<file path="config.mk">
export PLATFORM = sky130hd
export DESIGN_NAME = pipeline_stall_ctrl
export DESIGN_NICKNAME = d
export VERILOG_FILES = /design/src/rtl/pipeline_stall_ctrl.sv
export SDC_FILE = /design/constraint.sdc
export NUM_CORES = 1
export LEC_CHECK = 0
export ABC_AREA = 1
export CORE_MARGIN = 1
export CORE_UTILIZATION = 58
export CTS_CLUSTER_SIZE = 12
export DETAILED_ROUTE_END_ITERATION = 7
export PLACE_DENSITY = 0.87
export SYNTH_ARGS = -nofsm -noshare
export SYNTH_HDL_FRONTEND = slang
export SYNTH_SLANG_ARGS = --single-unit
</file>
<file path="constraint.sdc">
create_clock -name clk -period 3.7 [get_ports clk]
set_input_delay 0.37 -clock clk [delete_from_list [all_inputs] [get_ports clk]]
set_output_delay 0.37 -clock clk [all_outputs]
set_load 0.02 [all_outputs]
</file>
<file path="src/rtl/pipeline_stall_ctrl.sv">
// Stall/flush sequencer for a 5-stage pipeline.
// Merges the load-use hazard, the taken branch and the data-memory handshake
// into per-register enables and flushes. A memory wait that lasts too long
// parks the pipeline in a sticky error state until reset. It also counts
// stall cycles and flush cycles.
module pipeline_stall_ctrl #(
    parameter int MEM_TIMEOUT = 16,
    parameter int CNT_W       = 32
) (
    input  logic             clk,
    input  logic             rst,
    input  logic             load_use,
    input  logic             br_taken,
    input  logic             dmem_req,
    input  logic             dmem_ready,
    output logic             pc_en,
    output logic             ifid_en,
    output logic             ifid_flush,
    output logic             idex_en,
    output logic             idex_flush,
    output logic             exmem_en,
    output logic             memwb_flush,
    output logic             mem_err,
    output logic [CNT_W-1:0] stall_cnt,
    output logic [CNT_W-1:0] flush_cnt
);

    typedef enum logic [1:0] {RUN, MEM_WAIT, ERR} state_t;

    localparam logic [7:0] TIMEOUT = 8'(MEM_TIMEOUT);

    state_t     state_reg, state_next;
    logic [7:0] wcnt_reg, wcnt_next;
    logic       mem_stall;

    // Control values before reset gating is applied.
    logic pc_en_c, ifid_en_c, ifid_flush_c, idex_en_c, idex_flush_c, exmem_en_c, memwb_flush_c;

    assign mem_stall = dmem_req & ~dmem_ready;

    // State and wait-counter register. An asynchronous reset returns to RUN.
    always_ff @(posedge clk or posedge rst) begin
        if (rst) begin
            state_reg <= RUN;
            wcnt_reg  <= 8'd0;
        end else begin
            state_reg <= state_next;
            wcnt_reg  <= wcnt_next;
        end
    end

    // Next state and control values. A memory stall outranks a branch, and a branch outranks a load-use hazard.
    always_comb begin
        state_next    = state_reg;
        wcnt_next     = wcnt_reg;
        pc_en_c       = 1'b1;
        ifid_en_c     = 1'b1;
        ifid_flush_c  = 1'b0;
        idex_en_c     = 1'b1;
        idex_flush_c  = 1'b0;
        exmem_en_c    = 1'b1;
        memwb_flush_c = 1'b0;
        if (state_reg == ERR) begin
            pc_en_c       = 1'b0;
            ifid_en_c     = 1'b0;
            idex_en_c     = 1'b0;
            exmem_en_c    = 1'b0;
            memwb_flush_c = 1'b1;
        end else if (mem_stall) begin
            // Freeze every stage up to EX/MEM and send a bubble into writeback.
            pc_en_c       = 1'b0;
            ifid_en_c     = 1'b0;
            idex_en_c     = 1'b0;
            exmem_en_c    = 1'b0;
            memwb_flush_c = 1'b1;
            if (state_reg == RUN) begin
                state_next = MEM_WAIT;
                wcnt_next  = 8'd1;
            end else begin
                wcnt_next = wcnt_reg + 8'd1;
                if (wcnt_reg + 8'd1 == TIMEOUT) begin
                    state_next = ERR;
                end
            end
        end else begin
            state_next = RUN;
            wcnt_next  = 8'd0;
            if (br_taken) begin
                // Squash the wrong-path instructions in IF/ID and ID/EX.
                ifid_flush_c = 1'b1;
                idex_flush_c = 1'b1;
            end else if (load_use) begin
                // Hold fetch and decode for one cycle and insert a bubble into EX.
                pc_en_c      = 1'b0;
                ifid_en_c    = 1'b0;
                idex_flush_c = 1'b1;
            end
        end
    end

    // While in reset, hold every register and load bubbles.
    always_comb begin
        pc_en       = pc_en_c & ~rst;
        ifid_en     = ifid_en_c & ~rst;
        ifid_flush  = ifid_flush_c | rst;
        idex_en     = idex_en_c & ~rst;
        idex_flush  = idex_flush_c | rst;
        exmem_en    = exmem_en_c & ~rst;
        memwb_flush = memwb_flush_c | rst;
    end

    assign mem_err = (state_reg == ERR);

    // Performance counters. They wrap naturally and are not saturated.
    always_ff @(posedge clk or posedge rst) begin
        if (rst) begin
            stall_cnt <= '0;
            flush_cnt <= '0;
        end else begin
            if (!pc_en_c) begin
                stall_cnt <= stall_cnt + CNT_W'(1);
            end
            if (ifid_flush_c) begin
                flush_cnt <= flush_cnt + CNT_W'(1);
            end
        end
    end

endmodule

</file>
# Yosys cells after proc, flatten, opt, wreduce, memory -nomap -nowiden
# Index checks and enable logic that the tools add are counted.
dict set report totals {
  ff_bits 74
  in_bits 6
  output_inout_bits 72
  elab_cells 41
}
dict set report op_classes {
  addsub 3
  eq_ne 3
  n_mux 20
  bitwise_logic 9
  reduce_logical 2
}
# op count
set ops {}
lappend ops {{adder 32 x 1 -> 32 bit (second input constant)} 2}
lappend ops {{2-to-1 mux 8 bit} 2}
lappend ops {{2-to-1 mux 1 bit} 15}
lappend ops {{adder 8 x 1 -> 8 bit (second input constant)} 1}
lappend ops {{equality test 8 x 5 -> 1 bit (second input constant)} 1}
lappend ops {{2-to-1 mux 2 bit} 3}
lappend ops {{bitwise AND 1 bit} 3}
lappend ops {{!= test 3 x 1 -> 1 bit (second input constant)} 1}
lappend ops {{inverter 1 bit} 3}
lappend ops {{bitwise OR 1 bit} 3}
lappend ops {{equality test 2 bit (second input constant)} 1}
lappend ops {{logical NOT 2 bit} 1}
lappend ops {{AND reduction 2 bit} 1}

# Depth between registers and ports, before layout
dict set report logic_depth {
  depth_word 5
  depth_mapped 11
  mapped_depth_nobuf 10
}

# Worst setup path after synthesis
# No wires, ideal clock.
dict set report synth_path {
  path_kind {input -> output}
  from {input rst}
  to {output idex_flush}
  t_arrival_ns 2.445
  required_ns 3.330
  setup_slack_ns 0.885
  stages 2
  n_path_buf 0
  path_cell_list {inv_1 nand3_1}
}
dict set report synth_via {
  elab_chain_len 1
}
# item line_no
set synth_lines {}
lappend synth_lines {{from (decl)} 11} ;# input logic rst,
lappend synth_lines {{bitwise OR 1 bit} 107} ;# idex_flush = idex_flush_c | rst;
lappend synth_lines {{to (decl)} 20} ;# output logic idex_flush,
# No other way between the ends.

# Final worst setup path
dict set report layout_path {
  from {input dmem_ready}
  to {output ifid_en}
}
dict set report layout_via {
  elab_chain_len 5
}
# item line_no
set layout_lines {}
lappend layout_lines {{from (decl)} 15} ;# input logic dmem_ready,
lappend layout_lines {{inverter 1 bit} 39} ;# assign mem_stall = dmem_req & ~dmem_ready;
lappend layout_lines {{bitwise AND 1 bit} 39}
lappend layout_lines {{2-to-1 mux 1 bit} 69} ;# end else if (mem_stall) begin
lappend layout_lines {{2-to-1 mux 1 bit} 63} ;# if (state_reg == ERR) begin
lappend layout_lines {{bitwise AND 1 bit} 104} ;# ifid_en = ifid_en_c & ~rst;
lappend layout_lines {{to (decl)} 17} ;# output logic ifid_en,
# No other way between the ends.

==> flow_metrics.tcl <==
set metrics [dict create \
    hold_viol_final 0 \
    fp.dieArea_mm2 0.008248 \
    timing.critical_path.required_ns 3.33 \
    synth_cell_type_count 32 \
    tns_ns 0 \
    cts.root.buffer_cell "sky130_fd_sc_hd__clkbuf_8" \
    tritoncts_num_sinks 74 \
    cts_buf_count 9 \
    first_global_vias 4309 \
    worst_setup_hold_path_clk_slew_ns 0.08 \
    route.detailed.vias_per_inst 5.288 \
    worst-endpoint-arrival_ns 2.20 \
    setup_viol 0 \
    crit_path_top_delay_cell "sky130_fd_sc_hd__clkdlybuf4s50_1" \
    setup.worst_path.class "primary input to output port" \
    placementRows 32 \
    post-cts-setup-buffer-count 0 \
    critical_path.max_stage_delay_ns 0.64 \
    antenna_found_initial 0 \
    fmax_ghz 0.3896 \
    first_pass_grt_wire_length_um 18780 \
    synthDominantAreaCellType "sky130_fd_sc_hd__dfrtp_1" \
    leakagePower_uw 0.002556 \
    cap_violations 0 \
    first_iter_violations 301 \
    groute.usage.overall_pct 28.39 \
    areaGrowthSynthToFinish_pct 22.75 \
    tritoncts "done" \
    whs_ns 0.4708 \
    detailedPlacementHpwl_um 8476 \
    holdBufCountCts 0 \
    die_h_um 90.82 \
    timing.max_slew.rel_slack_pct 57.33 \
    switching_share_pct 22.81 \
    rsz_0062_raised_after_global_routing "no" \
    clk-insertion-delay-late_ns 0.35 \
    layout.nets 750 \
    critPathTopFamily "buffers and inverters" \
    detailroute.via_count 4484 \
    postSynth.asyncResetShare_pct 100.0 \
    crit-reg2reg-capture "flush_cnt[12]" \
    drc 0 \
    worstMarginPinSlew_ns 0.6401 \
    syn_area_mm2 0.004576 \
    grt_overflow_total 0 \
    grt_max_degree 51 \
    ys.warnings.count 0 \
    crit_path_max_fanout 24 \
    worst_setup_path_start "dmem_ready" \
    status "finished clean" \
    timing.critical_path.to "ifid_en" \
    clockBufferDepth 2 \
    timing.hold.worst.class "primary input to asynchronous set/reset pin" \
    initial_cell_density_of_the_core_pct 59.52 \
    floorplan.core_area_mm2 0.007687 \
    worstSetupEndpointType "output port" \
    drive_gt1_share_pct 6.836 \
    die_width_um 90.82 \
    antenna-diode-count 0 \
    totalPowerFinal_uw 1458 \
    synth.yosys.seq_area_share_pct 40.47 \
    postRouteAntennaNets 0 \
    synth_flop_cell "sky130_fd_sc_hd__dfrtp_1" \
    seq_power_share_pct 55.4 \
    worst-path-stages 8 \
    synth.top_cells.by_area "sky130_fd_sc_hd__dfrtp_1, sky130_fd_sc_hd__nand2_1, sky130_fd_sc_hd__nor2_1, sky130_fd_sc_hd__inv_1, sky130_fd_sc_hd__xnor2_1" \
    switchingPower_uw 332.7 \
    route.final.wire_length_um 11210 \
    worstRegToRegCells 7 \
    synth-edff-count 0 \
    firstDrtPassIters 5 \
    number_of_standard_cells_after_synthesis 658 \
    critical_path.startpoint_type "primary input" \
    regToRegSetupSlack_ns 1.88 \
    synth.avg_cell_area_um2 6.954 \
    crit_buf_inv 4 \
    final_max_tran_viols 0 \
    clock_power_share_pct 42.6 \
    num_io_pins 78 \
    r2r_start "flush_cnt[0]" \
    cellPowerDensity_mw_per_mm2 259.6 \
    layout_worst_path_cycle_share_pct 69.37 \
    detail_route.wl_per_cell_um 13.22 \
    h_tree_levels 3 \
    vdd_ir_drop_max_mv 0.1491 \
    path_common_cell "sky130_fd_sc_hd__clkdlybuf4s50_1" \
    critical_path.cell_chain "clkdlybuf4s50_1 -> inv_1 -> nand2_1 -> nand2_2 -> inv_2 -> nand2_4 -> nor2_1 -> clkdlybuf4s50_1" \
    internal-power_uw 1126 \
    skew_ns 0.006685 \
    comb_pwr_share_pct 2.0 \
    cts_repair_resize_count 0 \
    min_period_ns 2.567 \
    ys_ff_latch 74 \
    top_cell_type_s_share_of_synthesized_area_pct 40.47 \
    finalWeightedCongestion 0.9363 \
    place.port_buffers 77 \
    net_count_synth 667 \
]
final cells by class:
class / count / area, µm²
multi-input combinational: 504 / 2391
fill: 617 / 2071
sequential: 74 / 1852
timing repair buffer: 79 / 785.8
inverter: 73 / 274.0
clock buffer: 11 / 131.4
tap: 102 / 127.6
clock inverter: 5 / 55.05
synth_stat cells (2+ instances only):
| master | number |
|---|---|
| sky130_fd_sc_hd__nand2_1 | 266 |
| sky130_fd_sc_hd__o21ai_1 | 2 |
| sky130_fd_sc_hd__nor2_1 | 98 |
| sky130_fd_sc_hd__nor3_1 | 3 |
| sky130_fd_sc_hd__nand4_4 | 2 |
| sky130_fd_sc_hd__nor3_2 | 2 |
| sky130_fd_sc_hd__nand2_2 | 6 |
| sky130_fd_sc_hd__inv_2 | 5 |
| sky130_fd_sc_hd__nand3b_1 | 14 |
| sky130_fd_sc_hd__nand4_1 | 5 |
| sky130_fd_sc_hd__xor2_1 | 11 |
| sky130_fd_sc_hd__o22ai_1 | 2 |
| sky130_fd_sc_hd__dfrtp_1 | 74 |
| sky130_fd_sc_hd__o21ai_0 | 16 |
| sky130_fd_sc_hd__nand3_1 | 31 |
| sky130_fd_sc_hd__xnor2_1 | 18 |
| sky130_fd_sc_hd__a21oi_1 | 2 |
| sky130_fd_sc_hd__nor2_2 | 7 |
| sky130_fd_sc_hd__buf_6 | 3 |
| sky130_fd_sc_hd__nand2_4 | 3 |
| sky130_fd_sc_hd__ha_1 | 3 |
| sky130_fd_sc_hd__buf_4 | 2 |
| sky130_fd_sc_hd__nor2_4 | 6 |
| sky130_fd_sc_hd__buf_2 | 2 |
| sky130_fd_sc_hd__inv_1 | 68 |
logic make-up (layout without fill, tap and decap cells):
family | after synthesis | after routing | synth area share, %
flops | 74 | 74 | 40.47
compound gates | 25 | 25 | 2.981
simple gates | 447 | 447 | 42.90
buf+inv | 80 | 168 | 7.274
xor+xnor | 29 | 29 | 5.551
fa+ha+maj | 3 | 3 | 0.8204
worst register-to-register path, stage by stage (launching register included):
cell,delay [ns]
sky130_fd_sc_hd__dfrtp_1,0.50
sky130_fd_sc_hd__ha_1,0.31
sky130_fd_sc_hd__nand3_1,0.18
sky130_fd_sc_hd__nor2_2,0.18
sky130_fd_sc_hd__nand2_1,0.12
sky130_fd_sc_hd__nor2_2,0.19
sky130_fd_sc_hd__nand2_1,0.10
sky130_fd_sc_hd__xnor2_1,0.13
cells in the final DEF (no fill, tap or decap), drive strengths merged:
cell / count
clkdlybuf4s50: 77
nand3b: 14
nor2: 111
dfrtp: 74
clkinv: 2
a22o: 1
nand3: 32
o31ai: 1
xor2: 11
nor4: 1
o21bai: 1
nand2: 275
nor3: 6
xnor2: 18
o21ai: 18
clkinvlp: 2
inv: 73
o22ai: 2
nand4: 8
a21oi: 2
buf: 2
clkbuf: 11
bufinv: 1
ha: 3
per-layer routing:
layer / part of all wire, % / GRT usage (%)
met1: 43 / 34.45
met2: 49 / 48.30
met3: 5.3 / 5.892
met4: 2.8 / 13.36
met5: 0 / 0
power by group through the flow:
| stage | Clock, µW | Combinational, µW | Sequential [µW] |
|---|---|---|---|
| 3_5_place_dp | 0 | 30.6 | 824 |
| 4_1_cts | 622 | 30.7 | 808 |
| 5_1_grt | 658 | 33.6 | 808 |
| 3_3_place_gp | 0 | 29.8 | 824 |
| 6_report | 621 | 29.0 | 808 |
| 2_1_floorplan | 0 | 15.8 | 824 |
worst min path at each step:
stage | start | endpoint | slack, ns
2_1_floorplan | state_reg[0] | state_reg[0] | 0.52
3_3_place_gp | flush_cnt[31] | flush_cnt[31] | 0.49
3_5_place_dp | flush_cnt[23] | flush_cnt[23] | 0.51
4_1_cts | rst | wcnt_reg[6] | 0.49
5_1_grt | rst | wcnt_reg[7] | 0.53
6_report | rst | wcnt_reg[6] | 0.47
stage by stage:
step | cells | setup WS [ns] | area [µm²] | utilization [%]
after floorplan | 658 | 0.8850 | 4576 | -
after global placement | 832 | 1.147 | 5430 | 70.64
after detailed placement | 832 | 1.119 | 5430 | 70.64
after CTS | 848 | 1.103 | 5617 | 73.06
after global routing | 848 | 1.022 | 5617 | 73.06
final | 848 | 1.133 | 5617 | 73.06
No activity file was read; power rests on OpenSTA's default activity.
